**src/rtl/i2s_wfifo_arbiter.sv**
```systemverilog
// i2s_wfifo_arbiter: two sample streams share a ping-pong write FIFO. The block claims one
// buffer at a time, grants it to a single requester, streams words into it and then releases it.
// Ports:
//   clk, rst (async, active low)  enable
//   wfifo_ready/size  -> buffer availability and capacity
//   wfifo_activate/strobe/data -> buffer ownership and write port
//   reqN_valid/data/last/ready -> requester streams
//   grant, busy, buf_count     -> status
module i2s_wfifo_arbiter #(
  parameter logic [15:0] TIMEOUT = 16'd256
) (
  input  logic        clk,
  input  logic        rst,
  input  logic        enable,
  input  logic [1:0]  wfifo_ready,
  input  logic [23:0] wfifo_size,
  output logic [1:0]  wfifo_activate,
  output logic        wfifo_strobe,
  output logic [31:0] wfifo_data,
  input  logic        req0_valid,
  input  logic [31:0] req0_data,
  input  logic        req0_last,
  output logic        req0_ready,
  input  logic        req1_valid,
  input  logic [31:0] req1_data,
  input  logic        req1_last,
  output logic        req1_ready,
  output logic [1:0]  grant,
  output logic        busy,
  output logic [15:0] buf_count
);

  typedef enum logic [2:0] {IDLE, ACQUIRE, ARB, XFER, DRAIN, RELEASE} state_t;

  state_t      state, state_nxt;
  logic [23:0] size_q, size_nxt;
  logic [23:0] count_q, count_nxt;
  logic [15:0] idle_q, idle_nxt;
  logic        last1_q, last1_nxt;   // 1 when requester 1 held the previous buffer
  logic [1:0]  act_nxt, grant_nxt;
  logic        strobe_nxt;
  logic [31:0] data_nxt;
  logic [15:0] bufc_nxt;

  logic        room, accept, acc_last, timeout;
  logic [31:0] acc_data;

  assign room       = (count_q < size_q);
  assign req0_ready = (state == XFER) && grant[0] && enable && room;
  assign req1_ready = (state == XFER) && grant[1] && enable && room;
  assign accept     = (req0_valid && req0_ready) || (req1_valid && req1_ready);
  assign acc_data   = grant[1] ? req1_data : req0_data;
  assign acc_last   = grant[1] ? req1_last : req0_last;
  // Fires on the TIMEOUT-th consecutive idle cycle; an accept in that cycle wins.
  assign timeout    = (count_q != 24'd0) && (idle_q == TIMEOUT - 16'd1);
  assign busy       = (state != IDLE);

  always_comb begin
    state_nxt  = state;
    size_nxt   = size_q;
    count_nxt  = count_q;
    idle_nxt   = idle_q;
    last1_nxt  = last1_q;
    act_nxt    = wfifo_activate;
    grant_nxt  = grant;
    strobe_nxt = 1'b0;
    data_nxt   = wfifo_data;
    bufc_nxt   = buf_count;
    case (state)
      IDLE: begin
        if (enable && (wfifo_activate == 2'b00) && (wfifo_ready != 2'b00)) begin
          act_nxt   = wfifo_ready[0] ? 2'b01 : 2'b10;
          size_nxt  = wfifo_size;
          state_nxt = ACQUIRE;
        end
      end
      ACQUIRE: begin
        count_nxt = 24'd0;
        idle_nxt  = 16'd0;
        state_nxt = (size_q == 24'd0) ? RELEASE : ARB;
      end
      ARB: begin
        if (!enable) begin
          state_nxt = RELEASE;
        end else if (req0_valid && req1_valid) begin
          grant_nxt = last1_q ? 2'b01 : 2'b10;
          state_nxt = XFER;
        end else if (req0_valid) begin
          grant_nxt = 2'b01;
          state_nxt = XFER;
        end else if (req1_valid) begin
          grant_nxt = 2'b10;
          state_nxt = XFER;
        end
      end
      XFER: begin
        if (accept) begin
          strobe_nxt = 1'b1;
          data_nxt   = acc_data;
          count_nxt  = count_q + 24'd1;
          idle_nxt   = 16'd0;
          if ((count_q + 24'd1 == size_q) || acc_last) state_nxt = DRAIN;
        end else if (!enable || timeout) begin
          state_nxt = DRAIN;
        end else if (count_q != 24'd0) begin
          idle_nxt = idle_q + 16'd1;
        end
      end
      DRAIN: begin
        // The strobe of the final accept is visible this cycle; ownership is held one more.
        state_nxt = RELEASE;
      end
      RELEASE: begin
        act_nxt   = 2'b00;
        grant_nxt = 2'b00;
        if (grant != 2'b00) last1_nxt = grant[1];
        bufc_nxt  = buf_count + 16'd1;
        state_nxt = IDLE;
      end
      default: state_nxt = IDLE;
    endcase
  end

  always_ff @(posedge clk or negedge rst) begin
    if (!rst) begin
      state          <= IDLE;
      size_q         <= 24'd0;
      count_q        <= 24'd0;
      idle_q         <= 16'd0;
      last1_q        <= 1'b1;
      wfifo_activate <= 2'b00;
      grant          <= 2'b00;
      wfifo_strobe   <= 1'b0;
      wfifo_data     <= 32'd0;
      buf_count      <= 16'd0;
    end else begin
      state          <= state_nxt;
      size_q         <= size_nxt;
      count_q        <= count_nxt;
      idle_q         <= idle_nxt;
      last1_q        <= last1_nxt;
      wfifo_activate <= act_nxt;
      grant          <= grant_nxt;
      wfifo_strobe   <= strobe_nxt;
      wfifo_data     <= data_nxt;
      buf_count      <= bufc_nxt;
    end
  end

endmodule

```
**config.mk**
```make
export PLATFORM = sky130hd
export DESIGN_NAME = i2s_wfifo_arbiter
export DESIGN_NICKNAME = d
export VERILOG_FILES = /design/src/rtl/i2s_wfifo_arbiter.sv
export SDC_FILE = /design/constraint.sdc
export NUM_CORES = 1
export LEC_CHECK = 0
export BUFFER_PORTS_ARGS = -buffer_cell sky130_fd_sc_hd__buf_4
export CAP_MARGIN = 20
export CORE_MARGIN = 1
export CORE_UTILIZATION = 51
export CTS_BUF_LIST = sky130_fd_sc_hd__clkbuf_8
export CTS_CLUSTER_DIAMETER = 100
export DETAILED_ROUTE_END_ITERATION = 12
export MAX_ROUTING_LAYER = met4
export PLACE_DENSITY = 0.84
export SETUP_SLACK_MARGIN = 0.05
export SYNTH_ARGS = -nofsm -noshare
export SYNTH_HDL_FRONTEND = slang
export SYNTH_SLANG_ARGS = --single-unit
```
**constraint.sdc**
```tcl
create_clock -name clk -period 2.7 [get_ports clk]
set_input_delay 0.54 -clock clk [delete_from_list [all_inputs] [get_ports clk]]
set_output_delay 0.54 -clock clk [all_outputs]
set_load 0.1 [all_outputs]
```
==> summary.txt, run 1 <==
Global routing
  – Global-route wire length before repair: between 30000 and 40000 um
  – Vias in the first global route: 6916
  – Largest net degree at the start of global routing: 45
  – Initial antenna violation count: 0
  – Total global routing overflow: 0
  – Tot GR Track Use: 32.7%

Route
  – DR pass1 iterations: 6
  – Vias: 7437
  – Total detailed-routing wirelength: between 20000 and 25000 um
  – 1st-iter DRT viols: 684
  – Post-DRT Antenna Nets: 0
  – Routed WL per cell: approximately 20 um
  – DRC: 0
  – Vias per cell: just under 6

Critical path
  – Crit end category: output port
  – Critical Path AT: 2790 ps
  – Worst r2r src: count_q[12]
  – Cell family with most CP delay: compound AO/OA/AOI/OAI gates
  – Slowest CP cell: dfrtp_1
  – Crit-path max cell delay: between 400 and 500 ps
  – Cell Chain, Critical Path: inv_2 > ha_4 > a211o_1 > a2111oi_4 > o21a_1 > o21ai_1 > a221o_1 > nor2_4 > buf_12
  – RR Endpoint: state[2]
  – CP max FO: 2
  – WS Path Type: flop to output port
  – CP Launch Type: flop
  – Worst endpoint required time: 2160 ps
  – R2R setup slack: -240 ps
  – CP bufs+invs: 2
  – R2R depth: 11

Clock network
  – Sink Count: 121
  – Num CTS Buffers: 17
  – Clk_lat worst skew: 470 ps
  – Longest Clk Path Bufs: 2
  – Root Buffer: clkbuf_8
  – TritonCTS clock tree: done
  – H-tree depth: 4
  – Reg clk slew, reported paths: 80 ps

Floorplan
  – I/O pin count: 153
  – Die H: 119 um
  – Num rows: 42
  – Core Area: 13300 um^2
  – Starting Density: 52.5%
  – Die X: 119 um
  – Die Footprint: about 14000 um^2

Hold path
  – Hold WC Path Type: primary input to asynchronous set/reset pin

Yosys
  – Sequential fraction of the synthesis area: 43.2%
  – Top cells by count, synth: dfrtp_1 (120), nand2_1 (111), o21ai_0 (86), nor2_1 (55), xnor2_1 (43)
  – Multiplexer share of the synthesized area: 5.02%
  – Most common cell in the synthesized netlist: dfrtp_1
  – #FFs+latches synth: 121
  – Area contributors post-synth: dfrtp_1 (43%), o21ai_0 (6.1%), nand2_1 (5.9%)
  – Largest area contributor in the synthesized netlist: dfrtp_1
  – Synthesized area: between 7000 and 8000 um^2
  – Post-synthesis simple-gate area fraction: between 20% and 30%
  – Async set-or-reset flop fraction in the synthesized netlist: 100%
  – Syn avg cell area: 9.03 um^2
  – Adder-cell share of the synthesized area: 5.00%
  – Number of enable-type register cells in the synthesized netlist: 0
  – Ys flop type: dfrtp_1
  – Mapped Cells: about 780
  – Synth Area in Compound Gates: a little over an eighth
  – Largest family of logic cells by synthesized area: simple AND/OR/NAND/NOR gates
  – Warnings, synthesis: 0
  – Post-synth top area share: 42.8%
  – Syn_nets: 901
  – Post-Synth XOR/XNOR Area: 7.37%
  – Synth cell types: 64

Cells and area
  – Nets@finish: 1195
  – ANT cells: 0
  – Layout overhead on the synthesized area: 53.2%
  – Filler instances: 815
  – Layout cells sized above 1: 44.1%
  – Post-Layout Cell Count: 1256

Timing
  – Post-route minimum period: approximately 3300 ps
  – Clock skew: 13.4 ps
  – Final hold vios: 0
  – Slew Limit Fails: 0
  – Measured slew at the worst slew-check pin: 812 ps
  – Slew headroom: 45.7%
  – Final setup viols: 41
  – Fmax: 0.301 GHz
  – Fin Hold WS: 59.8 ps
  – Final period util: 123%
  – Worst setup margin: -627 ps
  – RSZ-0062 raised after global routing: yes

Run status
  – Violated checks: setup timing
  – Outcome: finished, violations left

Pwr
  – Peak supply drop: 1.20 mV
  – Power Dens Cells: 993 nW/um^2
  – Static leakage: about 5 nW

Placed design
  – DP HPWL: about 15000 um
  – Dpl cells: ~1.2k
  – Routability cong.: 1.03
  – Port bufs: 152

Run
  – Max-Cap Viols: 0
logic make-up (layout without fill, tap and decap cells):
kind of cell / Yosys count / after routing
flops: 121 / 121
mux: 35 / 35
compound gates: 162 / 162
buf+inv: 78 / 382
xor+xnor: 59 / 59
simple gates: 293 / 293
fa+ha+maj: 28 / 28
power breakdown:
| group | total (W) | internal, W | switching, W | leakage, nW |
|---|---|---|---|---|
| logic | 0.00639 | 0.00206 | 0.00433 | 3.36 |
| clock network | 0.00156 | 0.000803 | 0.000754 | 0.191 |
| registers | 0.00271 | 0.00232 | 0.000397 | 1.59 |
routing by layer:
| layer | vias to the layer above | GRT usage [%] | part of all wire [%] |
|---|---|---|---|
| li1 | 3313 | - | - |
| met1 | 3519 | 38.8 | 38 |
| met2 | 460 | 50.9 | 48 |
| met3 | 145 | 8.09 | 7.9 |
| met4 | 0 | 18.2 | 5.7 |
| met5 | - | - | 0 |
through the flow:
step | cell area, um^2 | setup WS [ps] | TNS (ps) | total power (W) | utilization, %
6_report | 10700 | -627 | -3780 | 0.0107 | 80.5
5_1_grt | 10700 | -710 | -5380 | 0.0111 | 80.5
4_1_cts | 9930 | -516 | -1080 | 0.00995 | 74.4
3_5_place_dp | 9180 | -282 | -10100 | 0.00816 | 68.8
3_3_place_gp | 9180 | -247 | -7360 | 0.00808 | 68.8
2_1_floorplan | 7040 | -200 | -508 | 0.00638 | -
flip-flops by register name, indices dropped and copies added, names as in the netlist:
| signal | count |
|---|---|
| buf_count | 16 |
| idle_q | 16 |
| size_q | 24 |
| wfifo_strobe | 1 |
| last1_q | 1 |
| count_q | 24 |
| grant | 2 |
| state | 3 |
| wfifo_data | 32 |
| wfifo_activate | 2 |
how the worst max path moves through the flow:
stage                           start  cells after the start     endpoint
after detailed placement  count_q[19]                     10  count_q[14]
final                      size_q[21]                      9   req0_ready
after global routing       size_q[21]                      9   req0_ready
after CTS                  size_q[21]                      9   req1_ready
after global placement    count_q[19]                     10  count_q[14]
after floorplan           count_q[21]                      7   req0_ready
cell type report:
cell class / count / area (um^2) / share of cell area, %
Sequential cell: 121 / 3030 / 28.2
Tap cell: 176 / 220 / 2.05
Multi-Input combinational cell: 577 / 4310 / 40.1
Inverter: 41 / 159 / 1.48
Clock inverter: 8 / 73.8 / 0.687
Timing Repair Buffer: 312 / 2660 / 24.8
Clock buffer: 21 / 289 / 2.69
cells in the final DEF, fill, tap and decap left out, types with 6 or more instances in the layout:
master,synthesis,layout
inv_1,40,32
mux2i_1,34,34
inv_2,0,9
xnor2_1,43,42
clkbuf_8,0,21
a21oi_2,0,6
buf_6,5,17
and3_1,9,7
nor3_1,14,8
nand3_1,25,23
buf_4,1,276
nor4_1,14,12
o31ai_1,11,7
nand2_2,1,6
nand2_1,111,102
and2_1,7,7
buf_12,0,11
ha_4,0,10
nor2_1,55,47
o21ai_2,0,40
o21ai_0,86,32
nand4_1,19,19
o21ai_1,0,11
dfrtp_1,120,117
xor2_1,16,16
a21oi_1,28,21
ha_1,28,18
what timing repair did:
item,in CTS,in global routing
setup buffers,15,22
resized for setup,76,158
cloned,1,4
hold buffers,0,0
pin swaps,16,60
endpoints found under the setup margin,77,76
Power figures use the tool's default switching activity.
==> inputs of run 2 (changes only) <==
--- a/config.mk
+++ b/config.mk
@@ -5,7 +5,7 @@
 export SDC_FILE = /design/constraint.sdc
 export NUM_CORES = 1
 export LEC_CHECK = 0
-export BUFFER_PORTS_ARGS = -buffer_cell sky130_fd_sc_hd__buf_4
+export BUFFER_PORTS_ARGS = -buffer_cell sky130_fd_sc_hd__buf_2
 export CAP_MARGIN = 20
 export CORE_MARGIN = 1
 export CORE_UTILIZATION = 51
==> constraint.sdc (replaced) <==
create_clock -name clk -period 2.81 [get_ports clk]
set_input_delay 0.562 -clock clk [delete_from_list [all_inputs] [get_ports clk]]
set_output_delay 0.562 -clock clk [all_outputs]
set_load 0.1 [all_outputs]
==> run 2 against run 1 <==
Effect of this change: the flow still finishes with violations (setup timing); clock-buffer cell count shrank 1; critical path depth shrank 1; non-clock buffer count shrank 26; largest cell class unchanged; sequential cell count is the same; global-route usage shrank 3.2 points; sequential power shrank 6%; utilization shrank 8.0 points; register-to-register slack gained 180 ps; setup slack gained 140 ps; combinational power shrank 16%; clock skew shrank 4.3 ps; clock power is essentially flat.
==> summary.txt, run 2 (synthesis gave the netlist of run 1 again) <==
Run status
  – Outcome: finished, violations left
  – Violated checks: setup timing

Critical path
  – Critical Path AT: 2740 ps
  – CP max FO: 2
  – Cell Chain, Critical Path: ha_4 > a211o_1 > a2111oi_4 > o21a_1 > o21ai_1 > a221o_1 > nor2_4 > buf_12
  – Crit-path max cell delay: 420 ps
  – Worst endpoint required time: 2250 ps
  – WS Path Type: flop to output port
  – Cell family with most CP delay: compound AO/OA/AOI/OAI gates
  – CP Launch Type: flop
  – Crit end category: output port
  – Slowest CP cell: dfrtp_1
  – CP bufs+invs: 1

Placed design
  – Port bufs: 152
  – Routability cong.: about 1.0
  – DP HPWL: 15000 um

Timing
  – Final hold vios: 0
  – Final setup viols: 5
  – Total Neg Setup Slack: -1070 ps
  – Measured slew at the worst slew-check pin: 692 ps
  – Slew Limit Fails: 0
  – Worst setup margin: -488 ps
  – Clock skew: just over 9 ps
  – Post-route minimum period: roughly 3300 ps
  – Final period util: 117%
  – Slew headroom: 53.7%
  – Fmax: 0.303 GHz
  – RSZ-0062 raised after global routing: yes

Clock network
  – TritonCTS clock tree: done
  – Clk_lat worst skew: 440 ps
  – Reg clk slew, reported paths: approximately 70 ps
  – Root Buffer: clkbuf_8
  – H-tree depth: 4
  – Num CTS Buffers: 17
  – Sink Count: 121
  – Hold_buf cts: 0
  – Longest Clk Path Bufs: 2

Floorplan
  – Die Footprint: 14200 um^2
  – Die X: 119 um
  – I/O pin count: about 150
  – Die H: 119 um
  – Starting Density: 52.5%
  – Num rows: 42
  – Core Area: 13300 um^2

Route
  – Vias: 6850
  – DR pass1 iterations: 7
  – 1st-iter DRT viols: ~550
  – Post-DRT Antenna Nets: 0
  – Vias per cell: roughly 5.6
  – DRC: 0
  – Routed WL per cell: 16.8 um
  – Total detailed-routing wirelength: approximately 21000 um

Pwr
  – Peak supply drop: 1.12 mV
  – Power Dens Cells: 982 nW/um^2
  – Switching Share: 51.0%
  – Sequential Power Share: 26.9%
  – Static leakage: 4.81 nW
  – Int Power: 0.00465 W
  – Power share of the combinational group: 56.6%
  – Psw: ~0.0048 W
  – Clock power frac: between 15 and 20%

Cells and area
  – Sequential cell area: ~3000 um^2
  – Register bank with the most flops: wfifo_data
  – Commonest non-fill, non-tap cell in the layout: buf_2
  – Largest registers: wfifo_data x32, count_q x24, size_q x24
  – Multi-input logic area: 3910 um^2
  – Nets@finish: 1169
  – Layout overhead on the synthesized area: 38.0%
  – ANT cells: 0
  – Final core area utilization: 72.5%
  – Commonest cells after routing, fill and taps aside: buf_2 (149), dfrtp_1 (118), buf_4 (117)
  – Filler instances: 994
  – Max FFs per register: 32
  – Layout cells sized above 1: 35.5%

Run
  – Max-Cap Viols: 0

Global routing
  – Global-route wire length before repair: 31400 um
  – Vias in the first global route: 6447
  – Largest net degree at the start of global routing: 63
  – Tot GR Track Use: 29.5%
  – Initial antenna violation count: 0
  – Total global routing overflow: 0

Hold path
  – Hold WC Path Type: primary input to asynchronous set/reset pin
run 2: changes by cell type in the layout (fill, tap and decap cells not counted), moves of 5 or more:
cell     previous run  this run
inv_1              32        38
inv_2               9         4
buf_2               0       149
o21ai_1            11         6
a21oi_2             6         1
buf_6              17         9
nand2_1           102       109
o21ai_2            40         4
buf_4             276       117
o21ai_0            32        76
a21oi_1            21        27
run 2: cell type report:
class / instances / share of cell area, %
Clock buffer: 20 / 2.84
Tap cell: 176 / 2.28
Multi-Input combinational cell: 577 / 40.4
Timing Repair Buffer: 286 / 20.2
Clock inverter: 12 / 1.28
Sequential cell: 121 / 31.3
Inverter: 41 / 1.62
run 2: path summary, 6_finish.rpt:
path	start	to	slack, ps	depth (start not counted)
max in group asynchronous	rst	size_q[12]	1960	2
worst max-delay path	count_q[21]	req1_ready	-490	8
worst min register to register	buf_count[15]	buf_count[15]	470	1
worst max register to register	count_q[3]	state[2]	-60	9
worst min-delay path	rst	wfifo_data[8]	100	1
min in group clk	wfifo_size[0]	size_q[0]	320	3
run 2: metrics by stage:
stage / std cells / setup slack (ps) / area (um^2) / hold slack [ps] / total power, W
floorplan: 776 / -112 / 7040 / 266 / 0.00613
global placement: 1182 / -21.0 / 8760 / 455 / 0.00753
detailed placement: 1182 / -65.7 / 8760 / 462 / 0.00763
CTS: 1219 / -470 / 9260 / 92.2 / 0.00928
global route: 1233 / -564 / 9680 / 116 / 0.00998
finish: 1233 / -488 / 9680 / 100 / 0.00950
run 2: power by group through the flow:
stage / logic [W] / clock network [W] / registers, W
floorplan: 0.00164 / 0 / 0.00449
global placement: 0.00497 / 0 / 0.00256
detailed placement: 0.00507 / 0 / 0.00256
CTS: 0.00513 / 0.00160 / 0.00255
global route: 0.00569 / 0.00167 / 0.00262
finish: 0.00537 / 0.00157 / 0.00256
run 2: per-layer routing:
layer | vias up | part of all wire [%] | global-route usage [%]
met5 | - | 0 | -
met1 | 3212 | 42 | 36.5
li1 | 3264 | - | -
met2 | 328 | 49 | 47.8
met4 | 0 | 2.6 | 9.41
met3 | 46 | 7.1 | 6.85
run 2: timing repair:
| action | CTS | global route |
|---|---|---|
| setup buffers | 5 | 15 |
| pin swaps | 5 | 10 |
| endpoints found under the hold margin | 0 | 0 |
| resized for setup | 15 | 59 |
| gates cloned | 0 | 2 |
| endpoints found under the setup margin | 11 | 73 |
